`src/rtl/fstack.sv`:
```
`default_nettype none
// fstack: Forth stack with a cached TOS register, single-cycle stack ops,
// depth/empty/full reporting and sticky overflow/underflow flags.
module fstack #(
  parameter int DEPTH = 64,
  parameter int DSZ   = 32,
  parameter int SSZ   = $clog2(DEPTH + 1)
) (
  input  logic           clk,
  input  logic           rst,
  input  logic           en,
  input  logic [2:0]     op,
  input  logic [DSZ-1:0] vi,
  input  logic           clr,
  output logic [DSZ-1:0] tos,
  output logic [DSZ-1:0] nos,
  output logic [SSZ-1:0] depth,
  output logic           empty,
  output logic           full,
  output logic           ovf,
  output logic           udf
);

  localparam int AW = (DEPTH > 2) ? $clog2(DEPTH - 1) : 1;

  localparam logic [2:0] OP_NOP  = 3'd0;
  localparam logic [2:0] OP_PUSH = 3'd1;
  localparam logic [2:0] OP_POP  = 3'd2;
  localparam logic [2:0] OP_REPL = 3'd3;
  localparam logic [2:0] OP_SWAP = 3'd4;
  localparam logic [2:0] OP_DUP  = 3'd5;
  localparam logic [2:0] OP_OVER = 3'd6;
  localparam logic [2:0] OP_PICK = 3'd7;

  localparam logic [SSZ-1:0] D_MAX = SSZ'(DEPTH);

  logic [DSZ-1:0] ss [0:DEPTH-2];
  logic [SSZ-1:0] d;
  logic [SSZ-1:0] n;
  logic [AW-1:0]  idx_dm1;
  logic [AW-1:0]  idx_dm2;
  logic [AW-1:0]  idx_pick;
  logic [DSZ-1:0] ss_nos;
  logic [DSZ-1:0] ss_pick;
  logic [DSZ-1:0] pick_val;
  logic           ge1;
  logic           ge2;
  logic           at_max;

  logic           lo_err;
  logic           hi_err;
  logic           wr_en;
  logic [AW-1:0]  wr_idx;
  logic [DSZ-1:0] tos_nx;
  logic [SSZ-1:0] d_nx;

  assign n      = vi[SSZ-1:0];
  assign ge1    = (d != '0);
  assign ge2    = (d >= SSZ'(2));
  assign at_max = (d == D_MAX);

  // Only the low AW bits of the SSZ-bit index arithmetic can address the array.
  assign idx_dm1  = d[AW-1:0] - AW'(1);
  assign idx_dm2  = d[AW-1:0] - AW'(2);
  assign idx_pick = d[AW-1:0] - AW'(1) - n[AW-1:0];

  assign ss_nos   = ss[idx_dm2];
  assign ss_pick  = ss[idx_pick];
  assign pick_val = (n == '0) ? tos : ss_pick;

  assign nos   = ge2 ? ss_nos : '0;
  assign depth = d;

  always_comb begin
    lo_err = 1'b0;
    hi_err = 1'b0;
    wr_en  = 1'b0;
    wr_idx = idx_dm1;
    tos_nx = tos;
    d_nx   = d;
    case (op)
      OP_NOP: ;
      OP_PUSH: begin
        if (at_max) hi_err = 1'b1;
        else begin
          wr_en  = ge1;
          tos_nx = vi;
          d_nx   = d + SSZ'(1);
        end
      end
      OP_POP: begin
        if (!ge1) lo_err = 1'b1;
        else begin
          tos_nx = ge2 ? ss_nos : '0;
          d_nx   = d - SSZ'(1);
        end
      end
      OP_REPL: begin
        if (!ge1) lo_err = 1'b1;
        else tos_nx = vi;
      end
      OP_SWAP: begin
        if (!ge2) lo_err = 1'b1;
        else begin
          wr_en  = 1'b1;
          wr_idx = idx_dm2;
          tos_nx = ss_nos;
        end
      end
      OP_DUP: begin
        if (!ge1) lo_err = 1'b1;
        else if (at_max) hi_err = 1'b1;
        else begin
          wr_en = 1'b1;
          d_nx  = d + SSZ'(1);
        end
      end
      OP_OVER: begin
        if (!ge2) lo_err = 1'b1;
        else if (at_max) hi_err = 1'b1;
        else begin
          wr_en  = 1'b1;
          tos_nx = ss_nos;
          d_nx   = d + SSZ'(1);
        end
      end
      OP_PICK: begin
        if (n >= d) lo_err = 1'b1;
        else if (at_max) hi_err = 1'b1;
        else begin
          wr_en  = 1'b1;
          tos_nx = pick_val;
          d_nx   = d + SSZ'(1);
        end
      end
      default: ;
    endcase
  end

  always_ff @(posedge clk or negedge rst) begin
    if (!rst) begin
      tos   <= '0;
      d     <= '0;
      empty <= 1'b1;
      full  <= 1'b0;
      ovf   <= 1'b0;
      udf   <= 1'b0;
    end else if (en) begin
      tos   <= tos_nx;
      d     <= d_nx;
      empty <= (d_nx == '0);
      full  <= (d_nx == D_MAX);
      ovf   <= (ovf & ~clr) | hi_err;
      udf   <= (udf & ~clr) | lo_err;
    end
  end

  // Every write stores the pre-op TOS, so the single write port needs no data mux.
  always_ff @(posedge clk) begin
    if (en && wr_en) ss[wr_idx] <= tos;
  end

endmodule
`default_nettype wire

```
`config.mk`:
```
export PLATFORM = sky130hd
export DESIGN_NAME = fstack
export DESIGN_NICKNAME = d
export VERILOG_FILES = /design/src/rtl/fstack.sv
export SDC_FILE = /design/constraint.sdc
export NUM_CORES = 2
export LEC_CHECK = 0
export ABC_CLOCK_PERIOD_IN_PS = 9800
export CAP_MARGIN = 20
export CORE_ASPECT_RATIO = 1.1
export CORE_UTILIZATION = 50
export CTS_CLUSTER_DIAMETER = 60
export DETAILED_ROUTE_END_ITERATION = 10
export GPL_TIMING_DRIVEN = 1
export PLACE_DENSITY = 0.66
export SYNTH_ARGS = -nofsm -noshare
export SYNTH_HDL_FRONTEND = slang
export SYNTH_SLANG_ARGS = --single-unit
```
`constraint.sdc`:
```
create_clock -name clk -period 9.8 [get_ports clk]
set_input_delay 1.96 -clock clk [delete_from_list [all_inputs] [get_ports clk]]
set_output_delay 1.96 -clock clk [all_outputs]
set_load 0.1 [all_outputs]
```
==> out/qor.yml <==
placement:
  dp_hpwl_mm: 182.4
  place_ws_ns: 1.828
  dpl_cell_area_um2: 102100
  gp_congestion: 0.9297
  io_buffers: 113
detailed_routing:
  routed_wl_mm: 317.6
  wl_per_cell_um: 38.23
  viasPerCell: 7.258
  antenna_left: 0
  drtIter0Drc: 9537
  drc: 0
  routed-via-count: 60291
  dr.pass1.iters: 8
die:
  fp.dieH_um: 464.4
  start_util_pct: 50.35
  die_x_um: 422.4
  io_pins: 114
  rows: 169
  fp.coreArea_um2: 193100
  dieArea_um2: 196200
timing:
  finalMaxSlewViolations: 0
  worst_pin_slew_ns: 1.195
  finClkSkew_ns: 0.02546
  hold_viol_final: 0
  period_needed_ns: 8.856
  fin_ws_ns: 0.9445
  grt_setup_unrepaired: "false"
  finalSetupViolCount: 0
  fmax_mhz: 112.9
  setup_tns_ns: 0
  max_slew_margin_pct: 19.70
  finalCritPeriodShare_pct: 90.36
logic_synthesis:
  synth_area_um2: 97200
  netlist_instances: 5470
  yosysTopAreaCell: "edfxtp_1"
  yosysSeqAreaShare_pct: 63.39
  yosysWarnings: 0
  synth_flop_cell: "edfxtp_1"
  syn_area_per_cell_um2: 17.77
  synth-seq-cells: 2059
  syn_nets: 5528
  netlist_top_cells_area: "edfxtp_1 62%, mux4_2 22%, nand2_1 2.0%, mux2i_1 1.5%, dfrtp_1 1.1%"
  synth_edf_count: 2016
  postSynth.asyncResetShare_pct: 2.088
  synth_top_area_share_pct: 62.28
  netlist-cell-type-count: 81
clock_tree:
  cts_buffers: 204
  ctsHoldBuffers: 0
  cts.path.max_buffers: 3
  post_cts_buffers: 0
  cts_tree: "yes"
  cts_root_buf: "clkbuf_16"
  cts_resized: 0
  clock_latency_ns: 0.86
  htree_num_levels: 4
  cts_sinks: 2059
  path_clk_slew_ns: 0.06
global_route:
  grt_pass1_wl_mm: 443.4
  grt_pass1_vias: 59247
  grt_antenna_before_repair: 10
  grt_usage_pct: 32.07
  overflow: 0
  grt_max_degree: 109
layout:
  drive_gt1_share_pct: 30.05
  fin_util_pct: 56.33
  synthToLayoutAreaGrowth_pct: 11.87
  finalInstanceArea_um2: 108700
  final_nets: 5629
run_status:
  status: "complete, no violations"
worst_setup_path:
  crit_top_cell: "nand4_1"
  critical_path.max_fanout: 91
  required_ns: 7.84
  r2r_setup_slack_ns: 2.83
  crit_path_top_delay_cell: "nor3_1"
  critPathCaptureType: "output port"
  setup.worst_path.class: "flop to output port"
  crit_chain: "inv_2 > buf_4 > ha_1 > xor2_4 > buf_12 > mux2_2 > nand4_1 > nand4_1 > nor3_1 > nor2_1 > clkdlybuf4s50_1"
  crit_path_start_kind: "flop"
  crit_arrival_ns: 6.90
  max_stage_delay_ns: 1.02
hold_path:
  hold_class: "flop to flop"
job:
  cap_violations: 0
==> placed cells by master, fill, tap and decap left out, types with 8 or more instances in the layout <==
| cell type | instances |
|---|---|
| a211oi_1 | 40 |
| a21oi_1 | 134 |
| a311oi_1 | 17 |
| a31oi_1 | 19 |
| a32oi_1 | 52 |
| and3_1 | 15 |
| buf_12 | 26 |
| buf_4 | 206 |
| bufinv_16 | 20 |
| clkbuf_1 | 34 |
| clkbuf_16 | 207 |
| clkbuf_8 | 11 |
| clkdlybuf4s50_1 | 101 |
| clkinv_1 | 45 |
| clkinv_2 | 42 |
| dfrtp_1 | 8 |
| dfrtp_2 | 32 |
| edfxtp_1 | 2016 |
| ha_1 | 16 |
| inv_1 | 20 |
| mux2_2 | 88 |
| mux2i_1 | 150 |
| mux4_2 | 959 |
| nand2_1 | 521 |
| nand3_1 | 145 |
| nand4_1 | 107 |
| nor2_1 | 164 |
| nor3_1 | 70 |
| nor3_2 | 67 |
| o211ai_1 | 93 |
| o21ai_0 | 49 |
| o21ai_1 | 21 |
| o221ai_1 | 26 |
| o22ai_1 | 73 |
==> worst paths after layout <==
check	from	end	depth (start not counted)
hold / removal	empty$_DFFE_PN1P_	empty$_DFFE_PN1P_	2
max in group asynchronous	rst	tos[22]$_DFFE_PN0P_	2
setup reg to reg	depth[1]$_DFFE_PN0P_	ss[41][7]$_DFFE_PP_	11
setup / recovery	depth[1]$_DFFE_PN0P_	nos[19]	11
hold reg to reg	empty$_DFFE_PN1P_	empty$_DFFE_PN1P_	2
min in group asynchronous	rst	tos[5]$_DFFE_PN0P_	2
==> cells by family after synthesis <==
kind of cell	share of synthesized area (%)
flops	63.39
mux	24.80
simple gates	5.175
compound gates	4.028
buf+inv	2.165
fa+ha+maj	0.2523
xor+xnor	0.1905
==> per-stage QoR <==
| stage | hold slack (ns) | std cells |
|---|---|---|
| 2_1_floorplan | 0.6967 | 5470 |
| 3_3_place_gp | 0.4710 | 7925 |
| 3_5_place_dp | 0.4719 | 7927 |
| 4_1_cts | 0.4807 | 8300 |
| 5_1_grt | 0.5056 | 8304 |
| 6_report | 0.4813 | 8307 |
==> state kept, by name (all words and copies together), names as in the netlist <==
register	count
udf	1
ovf	1
ss	2016
full	1
tos	32
empty	1
depth	7
==> worst max-delay path, delay by kind of cell, from the launching register on <==
kind | cells | cell delay, ns
AND/OR/NAND/NOR | 4 | 1.63
multiplexers | 1 | 0.41
buffers and inverters | 4 | 2.21
flip-flops | 1 | 0.71
XOR/XNOR | 1 | 0.28
adder cells (fa/ha/maj) | 1 | 0.64
==> routing by layer <==
| metal | wire [um] | GRT usage, % | part of all wire, % |
|---|---|---|---|
| met5 | 45 | 0 | 0.014 |
| met4 | 19150 | 17.11 | 6.0 |
| met3 | 40730 | 8.960 | 13 |
| met2 | 145600 | 48.64 | 46 |
| met1 | 112100 | 42.31 | 35 |
==> synth_stat cells, types with 4 or more instances <==
cell	n
a211oi_1	42
a311oi_1	17
and3_1	16
nand2b_1	5
clkinv_1	4
edfxtp_1	2016
ha_1	18
buf_4	28
mux4_2	959
o211ai_1	93
buf_2	185
mux2i_1	150
nor3_1	136
a21oi_1	134
inv_1	20
o31ai_1	4
o21ai_1	22
nor2_1	167
dfrtp_1	42
clkbuf_1	179
a21o_1	6
nand4_1	107
mux2_2	88
o22a_1	7
o22ai_1	74
o32ai_1	4
nand2_1	524
a32oi_1	52
buf_1	48
nand3_1	145
xnor2_1	11
o21ai_0	49
o221ai_1	26
a31oi_1	19
nor4_1	8
==> area by class of cell <==
class / count / area [um2]
flip-flops and latches: 2059 / 61660
multi-input cells: 2944 / 34040
clock buffers: 252 / 5459
well taps: 2565 / 3209
repair buffers: 337 / 3123
diodes: 4 / 10.01
clock inverters: 121 / 1142
fillers: 14422 / 84320
inverters: 25 / 95.09
Power is not shown: default switching activity piles up to over one toggle a cycle in this logic, so the estimate is an artifact.
